[src/rtl/quad_encoder_gen_if.sv]
// quad_encoder_gen_if
//   Command channel of the quadrature encoder emulator.
//   Signals:
//     cmd_valid  - sender has a command on cmd_steps/cmd_period
//     cmd_ready  - emulator can accept a command this cycle
//     cmd_steps  - signed edge count (two's complement), sign = direction
//     cmd_period - clk cycles between successive edges (0 treated as 1)
//     abort      - synchronous cancel of the running command
//   Modports: master = command sender, slave = encoder emulator.
interface quad_encoder_gen_if #(
  parameter int STEP_WIDTH = 8,
  parameter int DIV_WIDTH  = 16
) ();
  logic                  cmd_valid;
  logic                  cmd_ready;
  logic [STEP_WIDTH-1:0] cmd_steps;
  logic [DIV_WIDTH-1:0]  cmd_period;
  logic                  abort;

  modport master (
    output cmd_valid, cmd_steps, cmd_period, abort,
    input  cmd_ready
  );

  modport slave (
    input  cmd_valid, cmd_steps, cmd_period, abort,
    output cmd_ready
  );
endinterface

[src/rtl/quad_encoder_gen.sv]
// quad_encoder_gen
//   Quadrature encoder emulator: turns signed step commands into A/B
//   quadrature edges spaced cmd_period clocks apart and tracks the
//   signed position of the emitted edges.
//   Ports:
//     clk      - system clock
//     rst_n    - asynchronous active-low reset
//     cmd_if   - command channel (valid/ready, steps, period, abort)
//     enc_a    - quadrature channel A (registered)
//     enc_b    - quadrature channel B (registered)
//     busy     - command in progress
//     done     - one-cycle pulse on command completion
//     position - signed count of emitted edges, wraps
//
//   state   | meaning
//   --------+---------------------------------------------------------
//   ST_IDLE | waiting for a command; cmd_ready high unless abort
//   ST_RUN  | timer counting down, one edge per terminal count
module quad_encoder_gen #(
  parameter int STEP_WIDTH = 8,
  parameter int DIV_WIDTH  = 16,
  parameter int POS_WIDTH  = 16
) (
  input  logic                        clk,
  input  logic                        rst_n,
  quad_encoder_gen_if.slave           cmd_if,
  output logic                        enc_a,
  output logic                        enc_b,
  output logic                        busy,
  output logic                        done,
  output logic signed [POS_WIDTH-1:0] position
);

  typedef enum logic [0:0] {ST_IDLE, ST_RUN} state_t;

  localparam logic [STEP_WIDTH-1:0]       STEP_ONE = STEP_WIDTH'(1);
  localparam logic [DIV_WIDTH-1:0]        DIV_ONE  = DIV_WIDTH'(1);
  localparam logic signed [POS_WIDTH-1:0] POS_ONE  = POS_WIDTH'(1);

  state_t                        r_state,     w_state_nxt;
  logic [DIV_WIDTH-1:0]          r_timer,     w_timer_nxt;
  logic [DIV_WIDTH-1:0]          r_period,    w_period_nxt;
  logic [STEP_WIDTH-1:0]         r_remaining, w_remaining_nxt;
  logic                          r_dir,       w_dir_nxt;
  logic [1:0]                    r_enc,       w_enc_nxt;
  logic signed [POS_WIDTH-1:0]   r_position,  w_position_nxt;
  logic                          r_busy,      w_busy_nxt;
  logic                          r_done,      w_done_nxt;

  logic                  w_cmd_ready;
  logic                  w_accept;
  logic [STEP_WIDTH-1:0] w_steps_raw;
  logic [STEP_WIDTH-1:0] w_steps_mag;
  logic [DIV_WIDTH-1:0]  w_eff_period;
  logic [1:0]            w_phase_step;

  // rst_n gates ready so nothing upstream sees a ready while held in reset
  assign w_cmd_ready      = (r_state == ST_IDLE) & ~cmd_if.abort & rst_n;
  assign cmd_if.cmd_ready = w_cmd_ready;
  assign w_accept         = cmd_if.cmd_valid & w_cmd_ready;

  // Two's-complement negate in STEP_WIDTH bits; the most-negative value
  // maps onto its own unsigned magnitude 2^(STEP_WIDTH-1).
  assign w_steps_raw  = cmd_if.cmd_steps;
  assign w_steps_mag  = w_steps_raw[STEP_WIDTH-1] ? (~w_steps_raw + STEP_ONE) : w_steps_raw;
  assign w_eff_period = (cmd_if.cmd_period == '0) ? DIV_ONE : cmd_if.cmd_period;

  // Gray step on {A,B}: forward 00->10->11->01, reverse the opposite way.
  assign w_phase_step = r_dir ? {r_enc[0], ~r_enc[1]} : {~r_enc[0], r_enc[1]};

  always_comb begin
    w_state_nxt     = r_state;
    w_timer_nxt     = r_timer;
    w_period_nxt    = r_period;
    w_remaining_nxt = r_remaining;
    w_dir_nxt       = r_dir;
    w_enc_nxt       = r_enc;
    w_position_nxt  = r_position;
    w_busy_nxt      = r_busy;
    w_done_nxt      = 1'b0;
    case (r_state)
      ST_IDLE: begin
        if (w_accept) begin
          w_dir_nxt       = w_steps_raw[STEP_WIDTH-1];
          w_period_nxt    = w_eff_period;
          // Load P-1 so the first edge lands exactly P clocks after accept.
          w_timer_nxt     = w_eff_period - DIV_ONE;
          w_remaining_nxt = w_steps_mag;
          if (w_steps_mag == '0) begin
            w_done_nxt = 1'b1;
          end else begin
            w_state_nxt = ST_RUN;
            w_busy_nxt  = 1'b1;
          end
        end
      end
      ST_RUN: begin
        if (cmd_if.abort) begin
          w_state_nxt     = ST_IDLE;
          w_busy_nxt      = 1'b0;
          w_timer_nxt     = '0;
          w_remaining_nxt = '0;
        end else if (r_timer == '0) begin
          w_enc_nxt       = w_phase_step;
          w_position_nxt  = r_dir ? (r_position - POS_ONE) : (r_position + POS_ONE);
          w_remaining_nxt = r_remaining - STEP_ONE;
          w_timer_nxt     = r_period - DIV_ONE;
          if (r_remaining == STEP_ONE) begin
            w_state_nxt = ST_IDLE;
            w_busy_nxt  = 1'b0;
            w_done_nxt  = 1'b1;
            w_timer_nxt = '0;
          end
        end else begin
          w_timer_nxt = r_timer - DIV_ONE;
        end
      end
      default: begin
        w_state_nxt = ST_IDLE;
        w_busy_nxt  = 1'b0;
      end
    endcase
  end

  always_ff @(posedge clk or negedge rst_n) begin
    if (!rst_n) begin
      r_state     <= ST_IDLE;
      r_timer     <= '0;
      r_period    <= '0;
      r_remaining <= '0;
      r_dir       <= 1'b0;
      r_enc       <= 2'b00;
      r_position  <= '0;
      r_busy      <= 1'b0;
      r_done      <= 1'b0;
    end else begin
      r_state     <= w_state_nxt;
      r_timer     <= w_timer_nxt;
      r_period    <= w_period_nxt;
      r_remaining <= w_remaining_nxt;
      r_dir       <= w_dir_nxt;
      r_enc       <= w_enc_nxt;
      r_position  <= w_position_nxt;
      r_busy      <= w_busy_nxt;
      r_done      <= w_done_nxt;
    end
  end

  assign enc_a    = r_enc[1];
  assign enc_b    = r_enc[0];
  assign busy     = r_busy;
  assign done     = r_done;
  assign position = r_position;

endmodule
[src/flat_wrapper.sv]
// flat-port wrapper written by rule: the top's interface ports become plain ports
module quad_encoder_gen_flat 
#(
  parameter int STEP_WIDTH = 8,
  parameter int DIV_WIDTH  = 16,
  parameter int POS_WIDTH  = 16
)
  (clk, rst_n, enc_a, enc_b, busy, done, position, cmd_if_cmd_valid, cmd_if_cmd_steps, cmd_if_cmd_period, cmd_if_abort, cmd_if_cmd_ready);
  quad_encoder_gen_if #(.STEP_WIDTH(STEP_WIDTH), .DIV_WIDTH(DIV_WIDTH)) cmd_if_i ();
  input  logic clk;
  input  logic rst_n;
  output logic enc_a;
  output logic enc_b;
  output logic busy;
  output logic done;
  output logic signed [POS_WIDTH-1:0] position;
  input wire logic [$bits(cmd_if_i.cmd_valid)-1:0] cmd_if_cmd_valid;
  input wire logic [$bits(cmd_if_i.cmd_steps)-1:0] cmd_if_cmd_steps;
  input wire logic [$bits(cmd_if_i.cmd_period)-1:0] cmd_if_cmd_period;
  input wire logic [$bits(cmd_if_i.abort)-1:0] cmd_if_abort;
  output wire logic [$bits(cmd_if_i.cmd_ready)-1:0] cmd_if_cmd_ready;
  assign cmd_if_i.cmd_valid = cmd_if_cmd_valid;
  assign cmd_if_i.cmd_steps = cmd_if_cmd_steps;
  assign cmd_if_i.cmd_period = cmd_if_cmd_period;
  assign cmd_if_i.abort = cmd_if_abort;
  assign cmd_if_cmd_ready = cmd_if_i.cmd_ready;
  quad_encoder_gen #(.STEP_WIDTH(STEP_WIDTH), .DIV_WIDTH(DIV_WIDTH), .POS_WIDTH(POS_WIDTH)) u_core (.clk(clk), .rst_n(rst_n), .cmd_if(cmd_if_i), .enc_a(enc_a), .enc_b(enc_b), .busy(busy), .done(done), .position(position));
endmodule
[config.mk]
export PLATFORM = sky130hd
export DESIGN_NAME = quad_encoder_gen_flat
export DESIGN_NICKNAME = d
export VERILOG_FILES = /design/src/rtl/quad_encoder_gen_if.sv /design/src/rtl/quad_encoder_gen.sv /design/src/flat_wrapper.sv
export SDC_FILE = /design/constraint.sdc
export NUM_CORES = 1
export LEC_CHECK = 0
export ABC_AREA = 0
export CORE_ASPECT_RATIO = 1.75
export CORE_MARGIN = 2
export CORE_UTILIZATION = 54
export CTS_BUF_LIST = sky130_fd_sc_hd__clkbuf_2 sky130_fd_sc_hd__clkbuf_4 sky130_fd_sc_hd__clkbuf_8
export DETAILED_ROUTE_END_ITERATION = 7
export GPL_TIMING_DRIVEN = 0
export MAX_ROUTING_LAYER = met4
export PLACE_DENSITY = 0.8
export REMOVE_ABC_BUFFERS = 1
export SKIP_CTS_REPAIR_TIMING = 1
export SLEW_MARGIN = 15
export SYNTH_ARGS = -nofsm -noshare
export SYNTH_HDL_FRONTEND = slang
export SYNTH_SLANG_ARGS = --single-unit
[constraint.sdc]
create_clock -name clk -period 2.5 [get_ports clk]
set_input_delay 0.5 -clock clk [delete_from_list [all_inputs] [get_ports clk]]
set_output_delay 0.5 -clock clk [all_outputs]
set_load 0.005 [all_outputs]
# Word level (Yosys, flattened, before mapping)
# Index checks and enable logic that the tools add are counted.
dict set report classes {
  addsub 7
  n_eq_ne 5
  mux 31
  bitwise 8
  reduce_logical 7
}
# cell n
set op_table {}
lappend op_table {{$mux W16} 6}
lappend op_table {{$sub A16 B1 Y16 const B} 3}
lappend op_table {{$logic_not A16 Y1} 2}
lappend op_table {{$mux W8} 4}
lappend op_table {{$pmux W16 S2} 1}
lappend op_table {{$add A16 B2 Y16 const B} 1}
lappend op_table {{$pmux W8 S2} 1}
lappend op_table {{$sub A16 B2 Y16 const B} 1}
lappend op_table {{$mux W1} 15}
lappend op_table {{$add A8 B1 Y8 const B} 1}
lappend op_table {{$eq A8 B1 Y1 const B} 1}
lappend op_table {{$logic_not A8 Y1} 1}
lappend op_table {{$not A8 Y8} 1}
lappend op_table {{$sub A8 B1 Y8 const B} 1}
lappend op_table {{$ne A3 B3 Y1 const B} 2}
lappend op_table {{$pmux W1 S2} 3}
lappend op_table {{$not A1 Y1} 4}
lappend op_table {{$reduce_and A2 Y1} 2}
lappend op_table {{$reduce_and A4 Y1} 1}
lappend op_table {{$and A1 B1 Y1} 3}
lappend op_table {{$reduce_and A3 Y1} 1}
lappend op_table {{$mux W2} 1}
lappend op_table {{$ne A2 B1 Y1 const B} 1}
lappend op_table {{$ne A2 B2 Y1 const B} 1}
dict set report word_totals {
  regBits 62
  in_bits 28
  output_inout_bits 21
  elab_cells 67
}

# Longest topological paths before layout
# Gate-level depths: netlist of the first run.
dict set report depth {
  ltp_word 7
  depth_mapped 12
  mapped_depth_nobuf 10
}

# Least setup slack after synthesis of the first run
# OpenSTA, ideal clock, no wires.
dict set report synth_timing {
  path_type {input port to flip-flop}
  from {input cmd_if_cmd_period[4]}
  to {register u_core.r_timer[10]}
  setup_ps 124
  t_arrival_ps 2697
  required_time_ps 2376
  setup_slack_ps -322
  stages 12
  path_buffers 2
  path_cell_list {clkbuf_1 > nor4_1 > and2_1 > clkbuf_1 > a31oi_1 > ha_1 > or3b_2 > nor4_1 > xnor2_1 > a21oi_1 > a211oi_1 > nor2_1}
}
dict set report synth_between {
  elab_chain_len 5
}
# item line_no
set synth_rtl {}
lappend synth_rtl {{start: declaration} flat_wrapper.sv:19} ;# input wire logic [$bits(cmd_if_i.cmd_period)-1:0] cmd_if_cmd_period;
lappend synth_rtl {{$logic_not A16 Y1} quad_encoder_gen.sv:66} ;# assign w_eff_period = (cmd_if.cmd_period == '0) ? DIV_ONE : cmd_if.cmd_period;
lappend synth_rtl {{$mux W16 *} quad_encoder_gen.sv:66}
lappend synth_rtl {{$sub A16 B1 Y16 *} quad_encoder_gen.sv:87} ;# w_timer_nxt = w_eff_period - DIV_ONE;
lappend synth_rtl {{$mux W16 *} quad_encoder_gen.sv:83} ;# if (w_accept) begin
lappend synth_rtl {{$pmux W16 S2 *} quad_encoder_gen.sv:81} ;# case (r_state)
lappend synth_rtl {{end signal: assignment} quad_encoder_gen.sv:138} ;# r_timer <= w_timer_nxt;
lappend synth_rtl {{end: declaration} quad_encoder_gen.sv:41} ;# logic [DIV_WIDTH-1:0] r_timer, w_timer_nxt;
# Every way passes the cells marked *; elsewhere a longest branch is shown, timed or not. The select of a mux whose other input is x is not followed.
# A chain may end at the register's enable or synchronous reset.

# Worst setup path in the final report of the first run
dict set report layout_timing {
  from {input cmd_if_abort}
  to {output cmd_if_cmd_ready}
}
dict set report layout_between {
  elab_chain_len 3
}
# item line_no
set layout_rtl {}
lappend layout_rtl {{start: declaration} flat_wrapper.sv:20} ;# input wire logic [$bits(cmd_if_i.abort)-1:0] cmd_if_abort;
lappend layout_rtl {{$not A1 Y1 (no source line)} --}
lappend layout_rtl {{$and A1 B1 Y1 (2 in series)} quad_encoder_gen.sv:58} ;# assign w_cmd_ready = (r_state == ST_IDLE) & ~cmd_if.abort & rst_n;
lappend layout_rtl {{end: declaration} flat_wrapper.sv:21} ;# output wire logic [$bits(cmd_if_i.cmd_ready)-1:0] cmd_if_cmd_ready;
# Every way passes these cells.

==> results of run 1 <==
## cells in the mapped netlist, drive strengths merged (2+ instances only)
cell | count | area, um2
nand2 | 91 | 349
dfrtp | 62 | 1550
o21ai | 49 | 257
nor2 | 39 | 156
a21oi | 37 | 185
xnor2 | 22 | 193
ha | 21 | 263
nor3 | 21 | 105
xor2 | 21 | 184
clkbuf | 19 | 71.3
inv | 18 | 67.6
nor4 | 17 | 106
nand3 | 11 | 60.1
a21o | 10 | 76.3
o31ai | 10 | 75.1
o22ai | 9 | 56.3
or4 | 9 | 71.3
and3 | 8 | 50.1
a211oi | 7 | 52.6
o211ai | 6 | 45.0
or3 | 6 | 42.5
a31oi | 5 | 31.3
and2 | 5 | 31.3
nand2b | 5 | 31.3
nand4 | 5 | 31.3
nand4b | 5 | 43.8
nor3b | 4 | 30.0
a22o | 3 | 26.3
buf | 3 | 13.8
o21a | 3 | 22.5
or2 | 3 | 18.8
or3b | 3 | 26.3
a221o | 2 | 20.0
a221oi | 2 | 17.5
mux2i | 2 | 20.0
nor2b | 2 | 12.5
o2111a | 2 | 22.5
o22a | 2 | 17.5
## through the flow
| step | total power (W) | hold WS [ps] | TNS, ps |
|---|---|---|---|
| 2_1_floorplan | 0.00203 | 204 | -28310 |
| 3_3_place_gp | 0.00232 | 487 | -279130 |
| 3_5_place_dp | 0.00236 | 458 | -24380 |
| 4_1_cts | 0.00324 | 72.6 | -14290 |
| 5_1_grt | 0.00355 | 73.7 | -158 |
| 6_report | 0.00337 | 68.9 | 0 |
## placed cells by master (no fill, tap or decap), types with 6 or more instances in the layout
cell type	n
nand2_1	88
dfrtp_1	60
o21ai_0	47
a21oi_1	37
nor2_1	35
clkdlybuf4s50_1	32
xnor2_1	22
xor2_1	21
nor3_1	18
inv_1	17
ha_1	17
nor4_1	14
dlymetal6s2s_1	13
clkbuf_8	12
nand3_1	10
o31ai_1	9
o22ai_1	9
and3_1	8
a21o_1	8
or4_1	7
a211oi_1	7
buf_4	7
o211ai_1	6
## final cells by class
cell class | instances | share of cell area [%]
clock buffer | 16 | 3.39
timing repair buffer | 62 | 11.5
tap | 115 | 2.50
inverter | 18 | 1.17
multi-input combinational | 468 | 54.3
sequential | 62 | 27.1
## power by group through the flow
stage	logic, W	registers (W)	clock network, W
final	0.00110	0.00138	0.000886
after global routing	0.00121	0.00140	0.000939
after CTS	0.000980	0.00137	0.000887
after detailed placement	0.000972	0.00139	0
after global placement	0.000942	0.00138	0
after floorplan	0.000698	0.00133	0
## flip-flops by register name, summed over array words and instances, names as in the netlist
name and count:
u_core.position 16, u_core.r_period 16, u_core.r_timer 16, u_core.r_remaining 8, u_core.r_enc 2, u_core.busy 1
u_core.done 1, u_core.r_dir 1, u_core.r_state 1
## how the worst max path moves through the flow
stage                                                 end  slack, ps                startpoint
after CTS                 u_core.position[15]$_DFFE_PN0P_       -860  u_core.r_dir$_DFFE_PN0P_
after global placement     u_core.r_timer[11]$_DFFE_PN0P_      -5960                     rst_n
after floorplan            u_core.r_timer[11]$_DFFE_PN0P_      -1390  u_core.r_state$_DFF_PN0_
final                                    cmd_if_cmd_ready         60              cmd_if_abort
after global routing      u_core.position[13]$_DFFE_PN0P_        -70  u_core.r_dir$_DFFE_PN0P_
after detailed placement   u_core.r_timer[12]$_DFFE_PN0P_      -1060      cmd_if_cmd_period[4]
## logic make-up (layout without fill, tap and decap cells)
kind of cell,count (synthesis),after routing,synth area share (%)
AND/OR/NAND/NOR,238,239,26.0
XOR/XNOR,43,43,8.14
adder cells (fa/ha/maj),22,22,6.11
AO/OA/AOI/OAI,162,162,22.5
flip-flops,62,62,33.5
multiplexers,2,2,0.433
buffers and inverters,40,96,3.30
## metal layers
layer | vias to the layer above | wire, um | part of all wire [%]
met5 | - | 0 | 0
met4 | 0 | 631 | 4.7
met3 | 45 | 560 | 4.2
met2 | 179 | 7130 | 53
met1 | 2242 | 5020 | 38
li1 | 2199 | - | -
## worst reg2reg max path: stages, from the launching register on
cell,delay (ps)
dfrtp_4,540
buf_6,170
ha_1,330
o211a_1,250
o31ai_2,80
a21oi_1,180
or2_2,330
a2111o_1,380
o211ai_1,90
==> flow_summary_export.csv, run 1 <==
group,metric,value,unit
floorplanning,dieHeight,126,um
power_and_ir_drop,comb_power_share,32.7,%
grt,grtUsageTotal,28.7,%
worst_setup_path,cp-start-kind,"primary input",
worst_setup_path,crit_fanout,4,
power_and_ir_drop,p_sw_share,36.8,%
clocking,clkSinkCount,62,
timing,finalCritPeriodShare,97.7,%
route,antenna_left,0,
worst_setup_path,reg2regPathDepth,8,
cells_and_area,post-route-util,69.2,%
worst_setup_path,worstSetupPathType,"primary input to output pin",
grt,grt-ovfl-total,0,
route,via_per_inst,6.30,
min_path,hp-class,"primary input to async pin",
placed_design,placed_area,0.00522,mm2
worst_setup_path,crit_buf_inv,2,
timing,worst_pin_slew,824,ps
logic_synthesis,yosys_warnings,0,
logic_synthesis,synth_flop_cell,"dfrtp_1",
clocking,cts_buffers,9,
grt,met3_usage,5.00,%
outcome,outcome,"finished, final reports clean",
cells_and_area,num_antenna_cells,0,
worst_setup_path,r2r_start,"u_core.r_dir$_DFFE_PN0P_",
clocking,clockRootBuffer,"clkbuf_8",
clocking,ctsLongestPathBuffers,2,
timing,max_freq,409,MHz
worst_setup_path,path_delay_family,"buffers and inverters",
timing,finClkSkew,7.50,ps
timing,final-setup-viol-count,0,
placed_design,port_buffers,48,
cells_and_area,fin_area,0.00575,mm2
worst_setup_path,cp_common_cell,"clkdlybuf4s50_1",
worst_setup_path,crit_cells,4,
floorplanning,dieArea,0.00935,mm2
worst_setup_path,slowest_stage,"clkdlybuf4s50_1",
clocking,clkLatencyLatePin,360,ps
cells_and_area,area_growth,24.4,%
timing,maxSlewHeadroom,44.3,%
logic_synthesis,synth.ff_latch_count,62,
route,drt_iter0_markers,289,
power_and_ir_drop,power_density,586,mW/mm2
grt,grt_use_met2,49.9,%
timing,final_max_slew_viol_count,0,
cells_and_area,final_layout_size_suffix_gt1_share,12.3,%
worst_setup_path,r2r-end,"u_core.position[12]$_DFFE_PN0P_",
cells_and_area,n_fill_cell,703,
timing,post-route-min-period,2440,ps
route,num_vias,4665,
logic_synthesis,syn_area,0.00462,mm2
route,avgRoutedWirePerCell,18.0,um
placed_design,dpl_worst_slack,-1060,ps
logic_synthesis,postSynthCellCount,569,
logic_synthesis,synth_edf_count,0,
run,cap_violations,0,
power_and_ir_drop,power_frac_seq,41.0,%
floorplanning,initial_core_util,55.6,%
route,drc,0,
placed_design,post-place-cells,713,
timing,rsz0062_at_grt,"yes",
cells_and_area,final_nets,671,
floorplanning,placementRows,44,
worst_setup_path,cp.required,2000,ps
clocking,htree_num_levels,3,
worst_setup_path,cp_cell_sequence,"clkdlybuf4s50_1, nor2b_2, and2_1, clkdlybuf4s50_1",
clocking,tritoncts,"yes",
grt,grt_pass1_wl,20400,um
logic_synthesis,yosys.cell_types.count,68,
worst_setup_path,cp.arrival,1940,ps
logic_synthesis,ys_seq_area_share,33.5,%
timing,hold_violations,0,
power_and_ir_drop,p_int,0.00213,W
floorplanning,core,0.00831,mm2
grt,grt_max_degree,38,
grt,grtUsageMet1,29.8,%
cells_and_area,regArea,0.00156,mm2
placed_design,place_hpwl,9150,um
floorplanning,die_w,74.0,um
timing,layout_setup_ws,57.1,ps
power_and_ir_drop,vdd_drop_max,0.452,mV
grt,grt_pass1_vias,4482,
placed_design,finalWeightedCongestion,0.953,
logic_synthesis,avgSynthCellArea,8.13,um2
grt,top_usage_layer,"met2",
clocking,path_clk_slew,60,ps
logic_synthesis,synthArstFlopShare,100,%
worst_setup_path,max_stage_delay,570,ps
worst_setup_path,rrSetupSlack,70,ps
route,drt_pre_antenna_iters,7,
worst_setup_path,endpoint_kind,"output pin",
floorplanning,ios,49,
cells_and_area,final_cells,741,
route,wirelength,13300,um
power_and_ir_drop,netSwitchingPower,0.00124,W
power_and_ir_drop,clockPowerShare,26.3,%
cells_and_area,multi_input_area,0.00313,mm2
grt,antenna_found_initial,0,
power_and_ir_drop,p_leak,2.47,nW
No activity file was read; power rests on OpenSTA's default activity.
==> inputs of run 2 (changes only) <==
- CELL_PAD_IN_SITES_DETAIL_PLACEMENT: default -> 1
- CELL_PAD_IN_SITES_GLOBAL_PLACEMENT: default -> 2
- CORE_UTILIZATION: 54 -> 32
- PLACE_DENSITY: 0.8 -> default
- PLACE_DENSITY_LB_ADDON: default -> 0.1
==> flow_summary_export.csv, run 2 (synthesized netlist as in run 1, its figures left out) <==
group,metric,value,unit
floorplanning,ios,49,
placed_design,place_hpwl,11500,um
placed_design,dpl_worst_slack,-1310,ps
clocking,htree_num_levels,3,
timing,finalCritPeriodShare,96.9,%
route,drc,0,
worst_setup_path,crit_fanout,5,
timing,hold_violations,1,
timing,finClkSkew,15.7,ps
placed_design,post-place-cells,778,
grt,grt_pass1_vias,4656,
cells_and_area,final_common_cell,"nand2_1",
worst_setup_path,cp-start-kind,"register",
route,drt_iter0_markers,118,
clocking,cts_buffers,9,
worst_setup_path,slowest_stage,"dfrtp_4",
floorplanning,die_w,94.9,um
worst_setup_path,cp.arrival,2690,ps
clocking,clkLatencyLatePin,360,ps
cells_and_area,n_fill_cell,1705,
route,avgRoutedWirePerCell,19.8,um
worst_setup_path,max_stage_delay,530,ps
power_and_ir_drop,vdd_drop_max,0.270,mV
grt,antenna_found_initial,0,
route,wirelength,16000,um
timing,layout_setup_ws,78.1,ps
grt,grt-ovfl-total,0,
grt,grt_pass1_wl,24200,um
floorplanning,placementRows,58,
power_and_ir_drop,p_leak,2.45,nW
worst_setup_path,worstSetupPathType,"register to register",
floorplanning,dieHeight,163,um
placed_design,placed_area,0.00530,mm2
route,num_vias,4549,
placed_design,port_buffers,48,
cells_and_area,num_antenna_cells,0,
cells_and_area,final_nets,679,
clocking,ctsLongestPathBuffers,2,
worst_setup_path,endpoint_kind,"register",
clocking,clockRootBuffer,"clkbuf_8",
worst_setup_path,cp.required,2770,ps
route,antenna_left,0,
timing,hold_slack,-0.142,ps
timing,worst_pin_slew,1040,ps
worst_setup_path,cp_cell_sequence,"ha_1, nor2b_1, o31ai_2, a21oi_1, or2_2, a2111o_1, o211ai_1",
cells_and_area,fin_area,0.00599,mm2
min_path,hp-class,"primary input to async pin",
power_and_ir_drop,p_total,0.00350,W
clocking,tritoncts,"yes",
timing,post-route-min-period,2420,ps
grt,grt_max_degree,38,
worst_setup_path,path_delay_family,"compound AO/OA/AOI/OAI gates",
route,via_per_inst,5.60,
floorplanning,dieArea,0.0155,mm2
outcome,violations,"negative hold slack",
worst_setup_path,crit_buf_inv,0,
cells_and_area,area_growth,29.6,%
floorplanning,core,0.0142,mm2
clocking,clkSinkCount,62,
outcome,outcome,"finished with violations",
grt,grtUsageTotal,21.0,%
timing,max_freq,413,MHz
floorplanning,initial_core_util,32.5,%
route,drt_pre_antenna_iters,4,
cells_and_area,final_cells,812,
timing,final-setup-viol-count,0,
cells_and_area,final_layout_size_suffix_gt1_share,16.8,%
placed_design,finalWeightedCongestion,0.808,
power_and_ir_drop,power_density,583,mW/mm2
timing,maxSlewHeadroom,31.0,%
run,cap_violations,0,
timing,final_max_slew_viol_count,0,
clocking,path_clk_slew,70,ps
cells_and_area,layout_common_cells,"nand2_1 (88), dfrtp_1 (60), o21ai_0 (46)",
run 2: cell count changes in the layout (fill, tap and decap cells not counted), sizes merged:
cell          before  now
buf               14   22
dlymetal6s2s      13    5
clkbuf            18   24
bufinv             0    1
clkinv             0    1
dlygate4sd3        1    0
inv               18   17
run 2: metal layers:
metal / GRT usage (%) / share of wire, %
met3: 2.63 / 2.2
met5: - / 0
met2: 40.1 / 57
met4: 7.38 / 2.6
met1: 21.5 / 38
run 2: layout make-up:
type	count	area [um2]	share of cell area [%]
multi-input combinational	468	3250	54.2
timing repair buffer	70	693	11.6
sequential	62	1560	26.0
clock buffer	13	166	2.78
tap	180	225	3.76
inverter	18	68.8	1.15
clock inverter	1	30.0	0.501
run 2: path summary, 6_finish.rpt:
check	slack, ps	depth (start not counted)	start	endpoint
max	80	7	u_core.r_dir$_DFFE_PN0P_	u_core.position[12]$_DFFE_PN0P_
min in group clk	400	3	cmd_if_cmd_period[7]	u_core.r_period[7]$_DFFE_PN0P_
min reg2reg	510	1	u_core.busy$_DFFE_PN0P_	u_core.busy$_DFFE_PN0P_
max reg2reg	80	7	u_core.r_dir$_DFFE_PN0P_	u_core.position[12]$_DFFE_PN0P_
max in group asynchronous	2030	2	rst_n	u_core.r_remaining[3]$_DFFE_PN0P_
min	-0.1	1	rst_n	u_core.r_enc[0]$_DFFE_PN0P_
run 2: through the flow:
step | utilization, % | TNS [ps] | hold WS [ps]
2_1_floorplan | - | -28310 | 204
5_1_grt | 42.1 | -25.6 | 3.34
3_3_place_gp | 36.9 | -336530 | 489
4_1_cts | 38.6 | -25730 | 72.1
3_5_place_dp | 37.3 | -36440 | 471
6_report | 42.1 | 0 | -0.142
run 2: power breakdown:
part | leakage, nW | switching, W | internal (W)
sequential | 0.797 | 0.000222 | 0.00116
clock | 0.102 | 0.000409 | 0.000527
combinational | 1.56 | 0.000663 | 0.000519
total | 2.45 | 0.00129 | 0.00220
